==> config.mk <==
export PLATFORM = sky130hd
export DESIGN_NAME = lag_measure_sequencer
export DESIGN_NICKNAME = d
export VERILOG_FILES = /design/src/rtl/lag_measure_sequencer.sv
export SDC_FILE = /design/constraint.sdc
export NUM_CORES = 1
export LEC_CHECK = 0
export ABC_AREA = 0
export CAP_MARGIN = 0
export CORE_MARGIN = 1.5
export CORE_UTILIZATION = 45
export CTS_BUF_LIST = sky130_fd_sc_hd__clkbuf_4 sky130_fd_sc_hd__clkbuf_8
export DETAILED_ROUTE_END_ITERATION = 8
export GPL_TIMING_DRIVEN = 1
export HOLD_SLACK_MARGIN = 0.1
export MAX_ROUTING_LAYER = met4
export PLACE_DENSITY = 0.66
export SLEW_MARGIN = 20
export SYNTH_ARGS = -nofsm -noshare
export SYNTH_HDL_FRONTEND = slang
export SYNTH_SLANG_ARGS = --single-unit
==> constraint.sdc <==
create_clock -name clock_i -period 2.82 [get_ports clock_i]
set_clock_uncertainty 0.1 [all_clocks]
set_input_delay 0.282 -clock clock_i [delete_from_list [all_inputs] [get_ports clock_i]]
set_output_delay 0.282 -clock clock_i [all_outputs]
set_load 0.05 [all_outputs]
==> src/rtl/lag_measure_sequencer.sv <==
// lag_measure_sequencer: sequences repeated input-lag measurements. Each start pulse opens a
// window that counts 10 us ticks until the light sensor rises. Good samples are accumulated and,
// after 2^LOG2_SAMPLES of them, min/max/average are published on result_*.
// Optional feature macro: LAG_SENSOR_DEBOUNCE_EN (sensor must stay high DEBOUNCE_CYCLES clocks).
module lag_measure_sequencer #(
    parameter int unsigned COUNT_WIDTH     = 17,
    parameter int unsigned LOG2_SAMPLES    = 4,
    parameter int unsigned TIMEOUT_TICKS   = 50000,
    parameter int unsigned DEBOUNCE_CYCLES = 27
) (
    input  logic                   clock_i,
    input  logic                   reset_i,
    input  logic                   run_i,
    input  logic                   start_pulse_i,
    input  logic                   tick_i,
    input  logic                   sensor_i,
    output logic                   busy_o,
    output logic                   sample_valid_o,
    output logic [COUNT_WIDTH-1:0] sample_value_o,
    output logic                   sample_timeout_o,
    output logic                   result_valid_o,
    output logic                   result_done_o,
    output logic [COUNT_WIDTH-1:0] result_min_o,
    output logic [COUNT_WIDTH-1:0] result_max_o,
    output logic [COUNT_WIDTH-1:0] result_avg_o
);

    localparam int unsigned SumWidth = COUNT_WIDTH + LOG2_SAMPLES;
    localparam logic [COUNT_WIDTH-1:0] TimeoutLast = COUNT_WIDTH'(TIMEOUT_TICKS - 1);

    typedef enum logic [1:0] {StIdle, StArmed, StMeasure} state_e;

    state_e                  state_q, state_d;
    logic [COUNT_WIDTH-1:0]  cnt_q, cnt_d;
    logic                    filt;
    logic                    sens_q;
    logic                    rise;
    logic                    capture;
    logic                    timeout;

    logic                    sample_valid_q;
    logic                    sample_timeout_q;
    logic [COUNT_WIDTH-1:0]  sample_value_q;
    logic                    result_valid_q;
    logic                    result_done_q;
    logic [COUNT_WIDTH-1:0]  result_min_q, result_max_q, result_avg_q;
    logic [SumWidth-1:0]     sum_q;
    logic [COUNT_WIDTH-1:0]  min_q, max_q;
    logic [LOG2_SAMPLES-1:0] samp_cnt_q;

    logic [SumWidth-1:0]     sum_next;
    logic [COUNT_WIDTH-1:0]  min_next, max_next;
    logic                    last_sample;

`ifdef LAG_SENSOR_DEBOUNCE_EN
    localparam int unsigned DebWidth = $clog2(DEBOUNCE_CYCLES + 2);
    localparam logic [DebWidth-1:0] DebMax = DebWidth'(DEBOUNCE_CYCLES);

    logic [DebWidth-1:0] deb_cnt_q;

    // Count consecutive high clocks, saturating; any low clock restarts the count.
    always_ff @(posedge clock_i) begin
        if (reset_i || !sensor_i) begin
            deb_cnt_q <= '0;
        end else if (deb_cnt_q != DebMax) begin
            deb_cnt_q <= deb_cnt_q + 1'b1;
        end
    end

    // Rise only after a full stable-high run; fall immediately with the raw sensor.
    assign filt = sensor_i && (deb_cnt_q == DebMax);
`else
    logic unused_debounce;
    assign unused_debounce = (DEBOUNCE_CYCLES != 0);
    assign filt = sensor_i;
`endif

    // Previous filtered sensor level for rising-edge detection.
    always_ff @(posedge clock_i) begin
        if (reset_i) begin
            sens_q <= 1'b0;
        end else begin
            sens_q <= filt;
        end
    end

    assign rise = filt & ~sens_q;

    // State register and window tick counter.
    always_ff @(posedge clock_i) begin
        if (reset_i) begin
            state_q <= StIdle;
            cnt_q   <= '0;
        end else begin
            state_q <= state_d;
            cnt_q   <= cnt_d;
        end
    end

    // Next-state: a sensor edge beats both restart and timeout.
    always_comb begin
        state_d = state_q;
        cnt_d   = cnt_q;
        case (state_q)
            StIdle: begin
                if (run_i) state_d = StArmed;
            end
            StArmed: begin
                if (start_pulse_i && !filt) begin
                    state_d = StMeasure;
                    cnt_d   = '0;
                end
            end
            StMeasure: begin
                if (rise) begin
                    cnt_d = '0;
                    if (!start_pulse_i) state_d = StArmed;
                end else if (start_pulse_i) begin
                    cnt_d = '0;
                end else if (tick_i) begin
                    if (cnt_q == TimeoutLast) begin
                        state_d = StArmed;
                    end else begin
                        cnt_d = cnt_q + 1'b1;
                    end
                end
            end
            default: state_d = StIdle;
        endcase
        if (!run_i) state_d = StIdle;
    end

    // Output decode: busy straight from the state, capture/timeout events for the datapath.
    always_comb begin
        busy_o  = (state_q != StIdle);
        capture = 1'b0;
        timeout = 1'b0;
        if (state_q == StMeasure && run_i) begin
            if (rise) begin
                capture = 1'b1;
            end else if (start_pulse_i || (tick_i && cnt_q == TimeoutLast)) begin
                timeout = 1'b1;
            end
        end
    end

    assign sum_next    = sum_q + SumWidth'(sample_value_q);
    assign min_next    = (sample_value_q < min_q) ? sample_value_q : min_q;
    assign max_next    = (sample_value_q > max_q) ? sample_value_q : max_q;
    assign last_sample = &samp_cnt_q;

    // Sample pulses at N+1, accumulation at N+1, round results visible at N+2.
    always_ff @(posedge clock_i) begin
        if (reset_i) begin
            sample_valid_q   <= 1'b0;
            sample_timeout_q <= 1'b0;
            sample_value_q   <= '0;
            result_valid_q   <= 1'b0;
            result_done_q    <= 1'b0;
            result_min_q     <= '0;
            result_max_q     <= '0;
            result_avg_q     <= '0;
            sum_q            <= '0;
            min_q            <= '1;
            max_q            <= '0;
            samp_cnt_q       <= '0;
        end else begin
            sample_valid_q   <= capture;
            sample_timeout_q <= timeout;
            result_done_q    <= 1'b0;
            if (capture) sample_value_q <= cnt_q;
            if (state_q == StIdle) begin
                sum_q      <= '0;
                min_q      <= '1;
                max_q      <= '0;
                samp_cnt_q <= '0;
            end else if (sample_valid_q && run_i) begin
                if (last_sample) begin
                    result_min_q   <= min_next;
                    result_max_q   <= max_next;
                    result_avg_q   <= COUNT_WIDTH'(sum_next >> LOG2_SAMPLES);
                    result_valid_q <= 1'b1;
                    result_done_q  <= 1'b1;
                    sum_q          <= '0;
                    min_q          <= '1;
                    max_q          <= '0;
                    samp_cnt_q     <= '0;
                end else begin
                    sum_q      <= sum_next;
                    min_q      <= min_next;
                    max_q      <= max_next;
                    samp_cnt_q <= samp_cnt_q + 1'b1;
                end
            end
        end
    end

    assign sample_valid_o   = sample_valid_q;
    assign sample_timeout_o = sample_timeout_q;
    assign sample_value_o   = sample_value_q;
    assign result_valid_o   = result_valid_q;
    assign result_done_o    = result_done_q;
    assign result_min_o     = result_min_q;
    assign result_max_o     = result_max_q;
    assign result_avg_o     = result_avg_q;

endmodule
* Yosys cells after proc, flatten, opt, wreduce, memory -nomap -nowiden
Cells that the tools add are included.
** Cells by class
- $add $sub $neg :: 3
- $mul :: 0
- Divide/modulo/power cells :: 0
- Order comparisons :: 2
- Eq/ne operators :: 9
- Shifts and indexed selects :: 0
- Muxes and demuxes :: 23
- Bitwise logic cells :: 6
- Reduce and logical (&&, ||, !) cells :: 17
** Operator list (number)
- 2-to-1 mux 17 bit :: 9
- case mux 17 bit (2 select lines) :: 1
- adder 21 x 17 -> 21 bit :: 1
- 2-to-1 mux 21 bit :: 1
- adder 17 x 1 -> 17 bit (second input constant) :: 1
- == test 17 x 16 -> 1 bit (second input constant) :: 1
- greater-than comparator 17 bit :: 1
- < comparator 17 bit :: 1
- 2-to-1 mux 2 bit :: 6
- AND reduction 4 bit :: 3
- != test 4 bit (second input constant) :: 2
- != test 3 bit (second input constant) :: 2
- case mux 2 bit (3 select lines) :: 1
- AND reduction 6 bit :: 1
- OR reduction 3 bit :: 2
- inverter 1 bit :: 5
- adder 4 x 1 -> 4 bit (second input constant) :: 1
- logical AND 1 bit :: 4
- 2-to-1 mux 1 bit :: 4
- 2-to-1 mux 4 bit :: 1
- != test 2 bit (second input constant) :: 2
- nonzero test 2 bit :: 2
- OR reduction 2 bit :: 2
- == test 2 x 1 -> 1 bit (second input constant) :: 1
- 5 further kinds :: 5
** Word-level totals
- Register bits after elaboration :: 151
- Latch bits :: 0
- RAM bits :: 0
- Bits in read-only memories :: 0
- Input bits :: 6
- Memories kept :: 0

* Logic depth before layout (Yosys ltp)
- Depth after elaboration :: 6
- Depth in mapped cells :: 12
- Gate-level depth less buffers :: 9

* Least setup slack after synthesis
OpenSTA, ideal clock, no wires.
- Path kind :: register to register
- Start :: register sample_value_q[1], in the netlist sample_value_o[1]
- End :: register result_max_q[10], in the netlist result_max_o[10]
- Arrival time :: 2.655 ns
- Setup slack :: -0.021 ns
- Cell stages (with the launch flop) :: 10
- Path buffers :: 1
- Cells stage by stage :: dfxtp_1 ha_1 and4_4 a21oi_2 o211ai_2 a2111oi_4 nor2_4 buf_6 mux2i_1 a211oi_1
** On the way
- Cells in the longest elaborated chain, start to end :: 2
** Ends and longest elaborated chain
- from (decl) :: line 43 : logic [COUNT_WIDTH-1:0] sample_value_q;
- from (signal assigned) :: line 171 : if (capture) sample_value_q <= cnt_q;
- greater-than comparator 17 bit :: line 149 : assign max_next = (sample_value_q > max_q) ? sample_value_q : max_q;
- 2-to-1 mux 17 bit :: line 149
- to (signal assigned) :: line 180 : result_max_q <= max_next;
- to (decl) :: line 46 : logic [COUNT_WIDTH-1:0] result_min_q, result_max_q, result_avg_q;
No other way between the ends.
A chain may end at the register's enable or synchronous reset.

* Worst setup path after layout
- Start :: register sample_value_q[9], in the netlist sample_value_o[9]
- End :: register result_avg_q[13], in the netlist result_avg_o[13]
** On the way
- Cells in the longest elaborated chain, start to end :: 1
** Ends and longest elaborated chain
- adder 21 x 17 -> 21 bit :: line 147 : assign sum_next = sum_q + SumWidth'(sample_value_q);
- to (signal assigned) :: line 181 : result_avg_q <= COUNT_WIDTH'(sum_next >> LOG2_SAMPLES);
- to (decl) :: line 46
No other way between the ends.

==> flow_metrics.py <==
metrics = {
    "finish": {
        "drive_gt1_share_pct": 9.46,
        "final_nets": 1064,
        "antenna_cells": 0,
        "fillers": 1583,
        "syn2layout_area_growth_pct": 21.7,
        "layout_commonest_cell": "dfxtp_1",
        "fin_cells": 1235,
        "final_cell_mix": "dfxtp_1, nand2_1, nor2_1, a21oi_1, clkdlybuf4s50_1",
    },
    "floorplan": {
        "initial_core_util_pct": 46.2,
        "rows": 47,
        "dieHeight_um": 134,
        "die_w_um": 134,
        "num_io_pins": 79,
        "dieArea_um2": 17900,
        "core_area_um2": 16600,
    },
    "clock_tree": {
        "post-cts-setup-buffers": 0,
        "clock_tree.buffer_depth": 2,
        "cts_buffers": 17,
        "cts_tree": "yes",
        "clock-sinks": 151,
        "root_buffer": "clkbuf_8",
        "htreeDepth": 4,
        "clkSlewWorstSetupHoldPaths_ns": 0.08,
        "clk_latency_ns": 0.46,
    },
    "sta": {
        "fmax_mhz": 381,
        "maxSlewHeadroom_pct": 50.9,
        "period_needed_ns": 2.62,
        "fin_crit_sh_pct": 93.0,
        "finalSetupViolCount": 0,
        "rsz0062_at_grt": "false",
        "tightest_slew_ns": 0.735,
        "final_hold_viol_count": 0,
        "maxSlewViolCount": 0,
        "setup_tns_ns": 0,
    },
    "logic_synthesis": {
        "synth.largest_area_cell": "dfxtp_1",
        "synthCells": 905,
        "ys_warn_count": 0,
        "synthArstFlopShare_pct": 0,
        "syn-cell-area_um2": 7680,
        "ys_ff_latch": 151,
        "synth-edff-count": 0,
        "ys_types": 63,
        "yosysTopAreaCellShare_pct": 39.3,
        "synthTopCellsByArea": "dfxtp_1, ha_1, nand2_1, nor2_1, a21oi_1",
        "ys.flop_type": "dfxtp_1",
        "syn_avg_cell_area_um2": 8.49,
        "synth_nets": 967,
        "yosysSeqAreaShare_pct": 39.3,
    },
    "setup_path": {
        "critical-path-top-delay-family": "compound AO/OA/AOI/OAI gates",
        "cp_cell_sequence": "ha_1, and3_1, a21o_1, nor3_1, a21boi_2, o21ai_0, xor2_1, a211oi_1",
        "rrSetupSlack_ns": 0.20,
        "worst_path_max_delay_cell": "dfxtp_1",
        "path_max_fanout": 8,
        "max_stage_delay_ns": 0.58,
        "crit_buf_inv": 0,
        "crit_type": "reg -> reg",
        "end_kind": "flop",
        "startpoint_type": "flop",
        "arrival_ns": 2.90,
        "crit_required_ns": 3.10,
    },
    "drt": {
        "drt-initial-drc-count": 399,
        "wl_met3_um": 896,
        "wl_met1_mm": 9.44,
        "wl_met2_mm": 9.50,
        "top_layer": "met4",
        "wl_mm": 20.3,
        "drc": 0,
        "ant_nets": 0,
        "drt_pass1_iterations": 5,
        "via_count": 6771,
        "via_per_inst": 5.48,
        "wl_per_cell_um": 16.5,
    },
    "pwr": {
        "p_leak_nw": 3.65,
        "ir_drop_v": 0.000277,
        "power_density_nw_per_um2": 425,
    },
    "hold_path": {
        "min-delay-path-class": "in -> reg",
    },
    "grt": {
        "grt_pass1_vias": 6232,
        "grt_use_total_pct": 24.0,
        "grt_pass1_wl_mm": 32.5,
        "grt_start_max_net_pins": 58,
        "grt_overflow": 0,
        "grt_antenna_before_repair": 0,
    },
    "place": {
        "gp_congestion": 0.938,
        "dp_cells": 1203,
        "dpl.hpwl_mm": 14.9,
        "numPortBuffers": 78,
    },
    "job": {
        "cap_violations": 0,
    },
    "status": {
        "outcome": "complete, no violations",
    },
}
cell families (layout without fill, tap and decap cells):
group | Yosys count | count (layout) | share of synthesized area [%]
and+or+nand+nor | 321 | 321 | 19.2
AOI/OAI and AO/OA | 238 | 238 | 21.3
buffers and inverters | 87 | 197 | 4.71
DFF | 151 | 151 | 39.3
xor gates and xnor gates | 34 | 34 | 3.88
muxes | 18 | 18 | 2.34
adders and majority gates | 56 | 56 | 9.22
final cells by class:
| class | count | area (µm²) | area share, % |
|---|---|---|---|
| repair buffers | 124 | 1170 | 12.5 |
| clock buffers | 21 | 289 | 3.09 |
| clock inverters | 11 | 123 | 1.31 |
| inverters | 41 | 154 | 1.65 |
| flip-flops and latches | 151 | 3020 | 32.4 |
| multi-input cells | 667 | 4310 | 46.1 |
| well taps | 220 | 275 | 2.94 |
power by group:
part / switching (W) / internal [W]
registers: 0.00000304 / 0.00213
logic: 0.0000880 / 0.0000334
clock network: 0.000841 / 0.000877
total: 0.000932 / 0.00304
layer usage:
metal / vias up / global-route usage [%]
met5: - / -
met4: 0 / 7.73
met3: 37 / 4.91
met2: 154 / 38.7
met1: 3147 / 30.3
li1: 3433 / -
per-stage QoR:
stage | hold slack [ns] | area (µm²) | power (W) | setup slack (ns) | utilization (%)
finish | 0.241 | 9350 | 0.00398 | 0.197 | 56.2
global route | 0.232 | 9350 | 0.00410 | 0.0532 | 56.2
CTS | 0.219 | 9340 | 0.00401 | 0.173 | 56.1
detailed placement | 0.346 | 8930 | 0.00231 | 0.202 | 53.7
global placement | 0.339 | 8930 | 0.00231 | 0.220 | 53.7
floorplan | 0.310 | 7680 | 0.00227 | 0.0169 | -
registers in the layout, summed over array words and instances, names as in the netlist, 2 cells and up:
name / count
cnt_q: 17
max_q: 17
min_q: 17
result_avg_o: 17
result_max_o: 17
result_min_o: 17
samp_cnt_q: 4
sample_value_o: 17
state_q: 2
sum_q: 21
path summary, 6_finish.rpt:
check / to / depth (start not counted) / from
max reg2reg: result_avg_o[13] / 8 / sample_value_o[9]
min: sum_q[10] / 3 / reset_i
min reg2reg: result_avg_o[6] / 2 / result_avg_o[6]
max: result_avg_o[13] / 8 / sample_value_o[9]
worst register-to-register path: cells and delay by family (launching register included):
family / cells / cell delay, ns
simple gates: 2 / 0.47
compound gates: 4 / 0.90
xor+xnor: 1 / 0.11
flops: 1 / 0.58
fa+ha+maj: 1 / 0.40
cells in the mapped netlist, types with 3 or more instances:
| master | count |
|---|---|
| and2_1 | 5 |
| ha_1 | 55 |
| a22o_1 | 16 |
| nor3_1 | 16 |
| mux2i_1 | 18 |
| nand3b_1 | 8 |
| buf_1 | 4 |
| clkbuf_1 | 29 |
| a21o_1 | 14 |
| nor3b_1 | 3 |
| nor2b_1 | 5 |
| xnor2_1 | 13 |
| nand2b_1 | 5 |
| buf_2 | 10 |
| xor2_1 | 21 |
| nor2_1 | 106 |
| o31ai_1 | 4 |
| a211oi_1 | 39 |
| a211o_1 | 3 |
| o21ai_0 | 21 |
| a22oi_1 | 5 |
| nand2_1 | 108 |
| o21bai_1 | 3 |
| o21ai_1 | 3 |
| a31oi_1 | 4 |
| dfxtp_1 | 151 |
| o21a_1 | 3 |
| and4_1 | 3 |
| a21oi_1 | 79 |
| a32o_1 | 3 |
| buf_6 | 3 |
| nand4_1 | 12 |
| o211ai_1 | 23 |
| inv_1 | 41 |
| and3_1 | 6 |
| or3_1 | 4 |
| nand3_1 | 27 |
timing repair:
| item | CTS | global route |
|---|---|---|
| endpoints found under the setup margin | 0 | 2 |
| hold endpoints to repair | 0 | 0 |
| gates resized for setup | 0 | 1 |
| hold buffers | 0 | 0 |
(Power assumes the default switching activity.)
